## config.mk

```make
export PLATFORM = sky130hd
export DESIGN_NAME = hazard_stall_ctrl_flat
export DESIGN_NICKNAME = d
export VERILOG_FILES = /design/src/rtl/hazard_stall_ctrl_if.sv /design/src/rtl/hazard_stall_ctrl.sv /design/src/flat_wrapper.sv
export SDC_FILE = /design/constraint.sdc
export NUM_CORES = 1
export LEC_CHECK = 0
export ABC_CLOCK_PERIOD_IN_PS = 2100
export BUFFER_PORTS_ARGS = -buffer_cell sky130_fd_sc_hd__buf_2
export CORE_UTILIZATION = 28
export DETAILED_ROUTE_END_ITERATION = 16
export SYNTH_ARGS = -nofsm -noshare
export SYNTH_HDL_FRONTEND = slang
export SYNTH_SLANG_ARGS = --single-unit
```

## constraint.sdc

```tcl
create_clock -name clk_i -period 2.1 [get_ports clk_i]
set_input_delay 0 -clock clk_i [delete_from_list [all_inputs] [get_ports clk_i]]
set_output_delay 0 -clock clk_i [all_outputs]
set_load 0.05 [all_outputs]
```

## src/rtl/hazard_stall_ctrl_if.sv

```systemverilog
// Hazard/stall controller bundle: ID/EX/MEM hazard inputs and pipeline control outputs.
// HAZARD_PERF_CNT_EN adds the stall/freeze performance counter outputs.
interface hazard_stall_ctrl_if;
    logic [4:0]  ID_Rs1_i;
    logic [4:0]  ID_Rs2_i;
    logic        EX_MemRead_i;
    logic [4:0]  EX_Rd_i;
    logic        MEM_MemAccess_i;
    logic        Mem_Ack_i;
    logic        Branch_i;
    logic        PC_Write_o;
    logic        IF_ID_Write_o;
    logic        NoOp_o;
    logic        Freeze_o;
    logic        Flush_o;
    logic        Mem_Req_o;
    logic        Mem_Err_o;
`ifdef HAZARD_PERF_CNT_EN
    logic [31:0] Stall_Cnt_o;
    logic [31:0] Freeze_Cnt_o;
`endif

    modport slave (
        input  ID_Rs1_i, ID_Rs2_i, EX_MemRead_i, EX_Rd_i, MEM_MemAccess_i, Mem_Ack_i, Branch_i,
        output PC_Write_o, IF_ID_Write_o, NoOp_o, Freeze_o, Flush_o, Mem_Req_o, Mem_Err_o
`ifdef HAZARD_PERF_CNT_EN
        , output Stall_Cnt_o, Freeze_Cnt_o
`endif
    );

    modport master (
        output ID_Rs1_i, ID_Rs2_i, EX_MemRead_i, EX_Rd_i, MEM_MemAccess_i, Mem_Ack_i, Branch_i,
        input  PC_Write_o, IF_ID_Write_o, NoOp_o, Freeze_o, Flush_o, Mem_Req_o, Mem_Err_o
`ifdef HAZARD_PERF_CNT_EN
        , input Stall_Cnt_o, Freeze_Cnt_o
`endif
    );
endinterface

```

## src/rtl/hazard_stall_ctrl.sv

```systemverilog
// Load-use stall, MEM handshake freeze with timeout, and branch flush qualification.
// HAZARD_PERF_CNT_EN adds wrapping stall/freeze cycle counters.
module hazard_stall_ctrl #(
    parameter int unsigned MEM_TIMEOUT = 16,
    parameter int unsigned TO_W        = 5
) (
    input  logic                 clk_i,
    input  logic                 rst_i,
    hazard_stall_ctrl_if.slave   hz
);
    typedef enum logic [0:0] {StRun, StMemWait} state_e;

    localparam logic [TO_W-1:0] TimeoutVal = TO_W'(MEM_TIMEOUT);
    localparam logic [TO_W-1:0] CountMax   = '1;
    localparam logic [TO_W-1:0] CountOne   = TO_W'(1);

    state_e          state_q, state_d;
    logic [TO_W-1:0] count_q, count_d;
    logic            mem_err_q, mem_err_d;
    logic            frz_raw, frz, load_use, mem_req;

    assign load_use = hz.EX_MemRead_i && (hz.EX_Rd_i != 5'd0) &&
                      ((hz.EX_Rd_i == hz.ID_Rs1_i) || (hz.EX_Rd_i == hz.ID_Rs2_i));

    always_ff @(posedge clk_i or negedge rst_i) begin
        if (!rst_i) begin
            state_q   <= StRun;
            count_q   <= '0;
            mem_err_q <= 1'b0;
        end else begin
            state_q   <= state_d;
            count_q   <= count_d;
            mem_err_q <= mem_err_d;
        end
    end

    always_comb begin
        state_d   = state_q;
        count_d   = count_q;
        mem_err_d = mem_err_q;
        frz_raw   = 1'b0;
        mem_req   = 1'b0;
        unique case (state_q)
            StRun: begin
                mem_req = hz.MEM_MemAccess_i;
                if (hz.MEM_MemAccess_i && !hz.Mem_Ack_i) begin
                    frz_raw = 1'b1;
                    state_d = StMemWait;
                    count_d = CountOne;
                end
            end
            StMemWait: begin
                if (hz.Mem_Ack_i) begin
                    mem_req = 1'b1;
                    state_d = StRun;
                    count_d = '0;
                end else if (count_q == TimeoutVal) begin
                    // Abort: drop the request and release the pipeline this cycle.
                    mem_err_d = 1'b1;
                    state_d   = StRun;
                    count_d   = '0;
                end else begin
                    mem_req = 1'b1;
                    frz_raw = 1'b1;
                    count_d = (count_q == CountMax) ? count_q : count_q + CountOne;
                end
            end
            default: state_d = StRun;
        endcase
    end

    // Reset overrides the decode so the pipeline runs freely while held in reset.
    assign frz = frz_raw && rst_i;

    always_comb begin
        hz.PC_Write_o    = 1'b1;
        hz.IF_ID_Write_o = 1'b1;
        hz.NoOp_o        = 1'b0;
        hz.Flush_o       = 1'b0;
        if (!rst_i) begin
            hz.Flush_o = 1'b0;
        end else if (frz) begin
            hz.PC_Write_o    = 1'b0;
            hz.IF_ID_Write_o = 1'b0;
        end else if (load_use) begin
            hz.PC_Write_o    = 1'b0;
            hz.IF_ID_Write_o = 1'b0;
            hz.NoOp_o        = 1'b1;
        end else begin
            hz.Flush_o = hz.Branch_i;
        end
    end

    assign hz.Freeze_o  = frz;
    assign hz.Mem_Req_o = mem_req;
    assign hz.Mem_Err_o = mem_err_q;

`ifdef HAZARD_PERF_CNT_EN
    logic [31:0] stall_cnt_q, freeze_cnt_q;

    always_ff @(posedge clk_i or negedge rst_i) begin
        if (!rst_i) begin
            stall_cnt_q  <= '0;
            freeze_cnt_q <= '0;
        end else begin
            if (hz.NoOp_o) stall_cnt_q  <= stall_cnt_q + 32'd1;
            if (frz)       freeze_cnt_q <= freeze_cnt_q + 32'd1;
        end
    end

    assign hz.Stall_Cnt_o  = stall_cnt_q;
    assign hz.Freeze_Cnt_o = freeze_cnt_q;
`endif
endmodule

```

## src/flat_wrapper.sv

```systemverilog
// flat-port wrapper written by rule: the top's interface ports become plain ports
module hazard_stall_ctrl_flat 
#(
    parameter int unsigned MEM_TIMEOUT = 16,
    parameter int unsigned TO_W        = 5
)
  (clk_i, rst_i, hz_ID_Rs1_i, hz_ID_Rs2_i, hz_EX_MemRead_i, hz_EX_Rd_i, hz_MEM_MemAccess_i, hz_Mem_Ack_i, hz_Branch_i, hz_PC_Write_o, hz_IF_ID_Write_o, hz_NoOp_o, hz_Freeze_o, hz_Flush_o, hz_Mem_Req_o, hz_Mem_Err_o);
  hazard_stall_ctrl_if hz_i ();
  input  logic clk_i;
  input  logic rst_i;
  input wire logic [$bits(hz_i.ID_Rs1_i)-1:0] hz_ID_Rs1_i;
  input wire logic [$bits(hz_i.ID_Rs2_i)-1:0] hz_ID_Rs2_i;
  input wire logic [$bits(hz_i.EX_MemRead_i)-1:0] hz_EX_MemRead_i;
  input wire logic [$bits(hz_i.EX_Rd_i)-1:0] hz_EX_Rd_i;
  input wire logic [$bits(hz_i.MEM_MemAccess_i)-1:0] hz_MEM_MemAccess_i;
  input wire logic [$bits(hz_i.Mem_Ack_i)-1:0] hz_Mem_Ack_i;
  input wire logic [$bits(hz_i.Branch_i)-1:0] hz_Branch_i;
  output wire logic [$bits(hz_i.PC_Write_o)-1:0] hz_PC_Write_o;
  output wire logic [$bits(hz_i.IF_ID_Write_o)-1:0] hz_IF_ID_Write_o;
  output wire logic [$bits(hz_i.NoOp_o)-1:0] hz_NoOp_o;
  output wire logic [$bits(hz_i.Freeze_o)-1:0] hz_Freeze_o;
  output wire logic [$bits(hz_i.Flush_o)-1:0] hz_Flush_o;
  output wire logic [$bits(hz_i.Mem_Req_o)-1:0] hz_Mem_Req_o;
  output wire logic [$bits(hz_i.Mem_Err_o)-1:0] hz_Mem_Err_o;
  assign hz_i.ID_Rs1_i = hz_ID_Rs1_i;
  assign hz_i.ID_Rs2_i = hz_ID_Rs2_i;
  assign hz_i.EX_MemRead_i = hz_EX_MemRead_i;
  assign hz_i.EX_Rd_i = hz_EX_Rd_i;
  assign hz_i.MEM_MemAccess_i = hz_MEM_MemAccess_i;
  assign hz_i.Mem_Ack_i = hz_Mem_Ack_i;
  assign hz_i.Branch_i = hz_Branch_i;
  assign hz_PC_Write_o = hz_i.PC_Write_o;
  assign hz_IF_ID_Write_o = hz_i.IF_ID_Write_o;
  assign hz_NoOp_o = hz_i.NoOp_o;
  assign hz_Freeze_o = hz_i.Freeze_o;
  assign hz_Flush_o = hz_i.Flush_o;
  assign hz_Mem_Req_o = hz_i.Mem_Req_o;
  assign hz_Mem_Err_o = hz_i.Mem_Err_o;
  hazard_stall_ctrl #(.MEM_TIMEOUT(MEM_TIMEOUT), .TO_W(TO_W)) u_core (.clk_i(clk_i), .rst_i(rst_i), .hz(hz_i));
endmodule
```

==> results.yml <==
finish:
  multi_input_area_um2: 395
  nets: 121
  seq_area_um2: 175
  final_core_util_pct: 41.4
  fillCellCount: 213
  n_antenna_cell: 0
  drive_gt1_share_pct: 38.5
  area_delta_synth_final_pct: 39.6
  final_common_cell: "buf_2"
  final_cell_mix: "buf_2 (27), xnor2_1 (10), dfrtp_1 (7)"
logic_synthesis:
  avgSynthCellArea_um2: 9.24
  synth_warnings: 0
  synthSimpleGateAreaFrac_pct: 20.6
  ys.flop_type: "dfrtp_1"
  synth_top_cell_by_area: "dfrtp_1"
  synthCells: 63
  synth_xor_xnor_area_share_pct: 15.1
  yosysSeqAreaShare_pct: 30.1
  synth_area_um2: 582
  synth_compound_area_share_pct: 19.8
  yosysTopAreaCellShare_pct: 30.1
  synth_edf_count: 0
  synthTopCellsByArea: "dfrtp_1 (30%), xnor2_1 (15%), ha_1 (6.5%)"
  synthMuxAreaShare_pct: 3.44
  ys_seq_elements: 7
  async_flop_share_pct: 100
  synth_fa_ha_area_share_pct: 6.45
  synthDistinctLibCells: 30
  syn-num-nets: 87
  synth_top_family_by_area: "simple AND/OR/NAND/NOR gates"
drt:
  vias_per_cell: 4.72
  ant_nets: 0
  drc_errors: 0
  firstDrtPassIters: 4
  drt_iter0_drc: 2
  routedWlPerCell_um: 10.3
  vias: 581
  wl_um: 1270
worst_setup_path:
  rr_worst_depth: 7
  end_kind: "primary output"
  critPathMaxStageDelay_ns: 0.41
  cp-start-kind: "register"
  critical_path_arrival_ns: 1.98
  crit-reg2reg-launch: "u_core.count_q[0]"
  path_max_fanout: 6
  worstSetupPathType: "reg -> out"
  cp_cell_sequence: "inv_1, ha_1, and4bb_4, a211o_2, inv_2, and2_4, a31oi_4, buf_2"
  path_buf_inv: 3
  path_delay_family: "flip-flops"
  critPathLaunch: "u_core.count_q[0]"
  path_depth: 8
  crit_path_end: "hz_IF_ID_Write_o"
  r2r_end: "u_core.count_q[3]"
  reg2reg_slack_ns: 0.24
  cp_slowest_cell: "dfrtp_1"
  cp_data_required_time_ns: 2.10
sta:
  max_slew_margin_pct: 75.2
  finalCriticalPeriod_ns: 1.98
  timing.final.crit_share_pct: 94.4
  slew_viol_final: 0
  whs_ns: 0.0815
  skew_ns: 0.00878
  hold_violations: 0
  setup_tns_ns: 0
  tightest_slew_ns: 0.372
  fin_ws_ns: 0.119
  rsz0062_at_grt: "false"
  setup_violations: 0
  fmax_ghz: 0.505
placed_design:
  hpwl_um: 1040
  dp_slack_ns: 0.251
  io_buffers: 27
  place_congestion: 0.862
power:
  cellLeakagePower_uw: 0.000401
  peakVddDrop_mv: 0.177
  p_per_area_nw_per_um2: 517
hold_path:
  hold_class: "in -> reg"
grt:
  overflow: 0
  grt_pass1_wl_um: 2010
  antenna_found_initial: 0
  first_global_vias: 521
  grt_start_max_net_pins: 12
  grt.total_usage_pct: 13.1
die:
  die_area_um2: 2260
  core_um2: 1960
  fp.dieW_um: 47.6
  rows: 16
  start_util_pct: 29.7
  dieHeight_um: 47.6
  pin_count: 28
clocking:
  cts_tree: "built"
  cts_root_buf: "clkbuf_4"
  clkSlewWorstSetupHoldPaths_ns: 0.05
  cts_buffers: 3
  cts_max_path_buffers: 2
  clkSinkCount: 7
  insertion_delay_ns: 0.26
  cts.repair.resized: 0
  cts_max_level: 1
job:
  max_cap_violations: 0
outcome:
  outcome: "completed"
[state kept, by name (all words and copies together), names as in the netlist]
signal	cells
u_core.state_q	1
u_core.count_q	5
u_core.hz.Mem_Err_o	1
[synth_stat cells, types with 2 or more instances]
cell / n
a32o_1: 2
xnor2_1: 10
inv_1: 4
mux2i_1: 2
a21o_1: 3
nand3_1: 4
dfrtp_1: 7
a21oi_1: 4
ha_1: 3
nand2_1: 3
nor2_1: 2
[report_power, final]
| part | leakage [uW] | internal [uW] | switching (uW) |
|---|---|---|---|
| Clock | 0.0000150 | 73.1 | 58.2 |
| Sequential | 0.0000933 | 143 | 10.8 |
| Combinational | 0.000293 | 62.3 | 71.8 |
| Total | 0.000401 | 279 | 141 |
[stage by stage]
step	instances	total power [uW]	area, um^2
final	123	420	812
after global routing	123	450	812
after CTS	122	423	805
after detailed placement	116	285	758
after global placement	116	284	758
after floorplan	63	241	597
[worst reg2reg max path, stage by stage, from the launching register on]
cell and delay [ns]:
dfrtp_1 0.42, ha_1 0.24, and3_1 0.20, ha_1 0.22, inv_1 0.13, nand4_1 0.14, a21o_1 0.20, a22o_1 0.22
[logic make-up (layout without fill, tap and decap cells)]
group                      Yosys count  after routing
muxes                                2              2
buffers and inverters                6             39
and+or+nand+nor                     19             19
xor gates and xnor gates            10             10
AOI/OAI and AO/OA                   16             16
adders and majority gates            3              3
DFF                                  7              7
[layer usage]
metal	wire (um)	GRT usage, %
met1	570	15.0
met3	64	2.26
met2	592	22.5
met5	0	0
met4	38	8.33
[how the worst min path moves through the flow]
| stage | startpoint | depth (start not counted) | slack (ns) | to |
|---|---|---|---|---|
| 4_1_cts | hz_MEM_MemAccess_i | 3 | 0.08 | u_core.count_q[0] |
| 3_5_place_dp | rst_i | 1 | -0.11 | u_core.count_q[2] |
| 3_3_place_gp | rst_i | 1 | -0.12 | u_core.count_q[2] |
| 2_1_floorplan | rst_i | 0 | -0.30 | u_core.count_q[0] |
| 5_1_grt | hz_MEM_MemAccess_i | 3 | 0.11 | u_core.count_q[0] |
| 6_report | hz_MEM_MemAccess_i | 3 | 0.08 | u_core.count_q[0] |
[final cells by class]
type                    count  share of cell area, %
repair buffers             30                   20.0
flip-flops and latches      7                   21.6
inverters                   5                   2.31
well taps                  27                   4.16
clock buffers               4                   3.24
multi-input cells          50                   48.7
[timing repair]
| item | 4_1_cts | 5_1_grt |
|---|---|---|
| setup endpoints to repair | 0 | 2 |
| hold endpoints to repair | 8 | 0 |
| buffers inserted | 0 | 1 |
| hold buffers | 2 | 0 |
No activity file was read; power rests on OpenSTA's default activity.
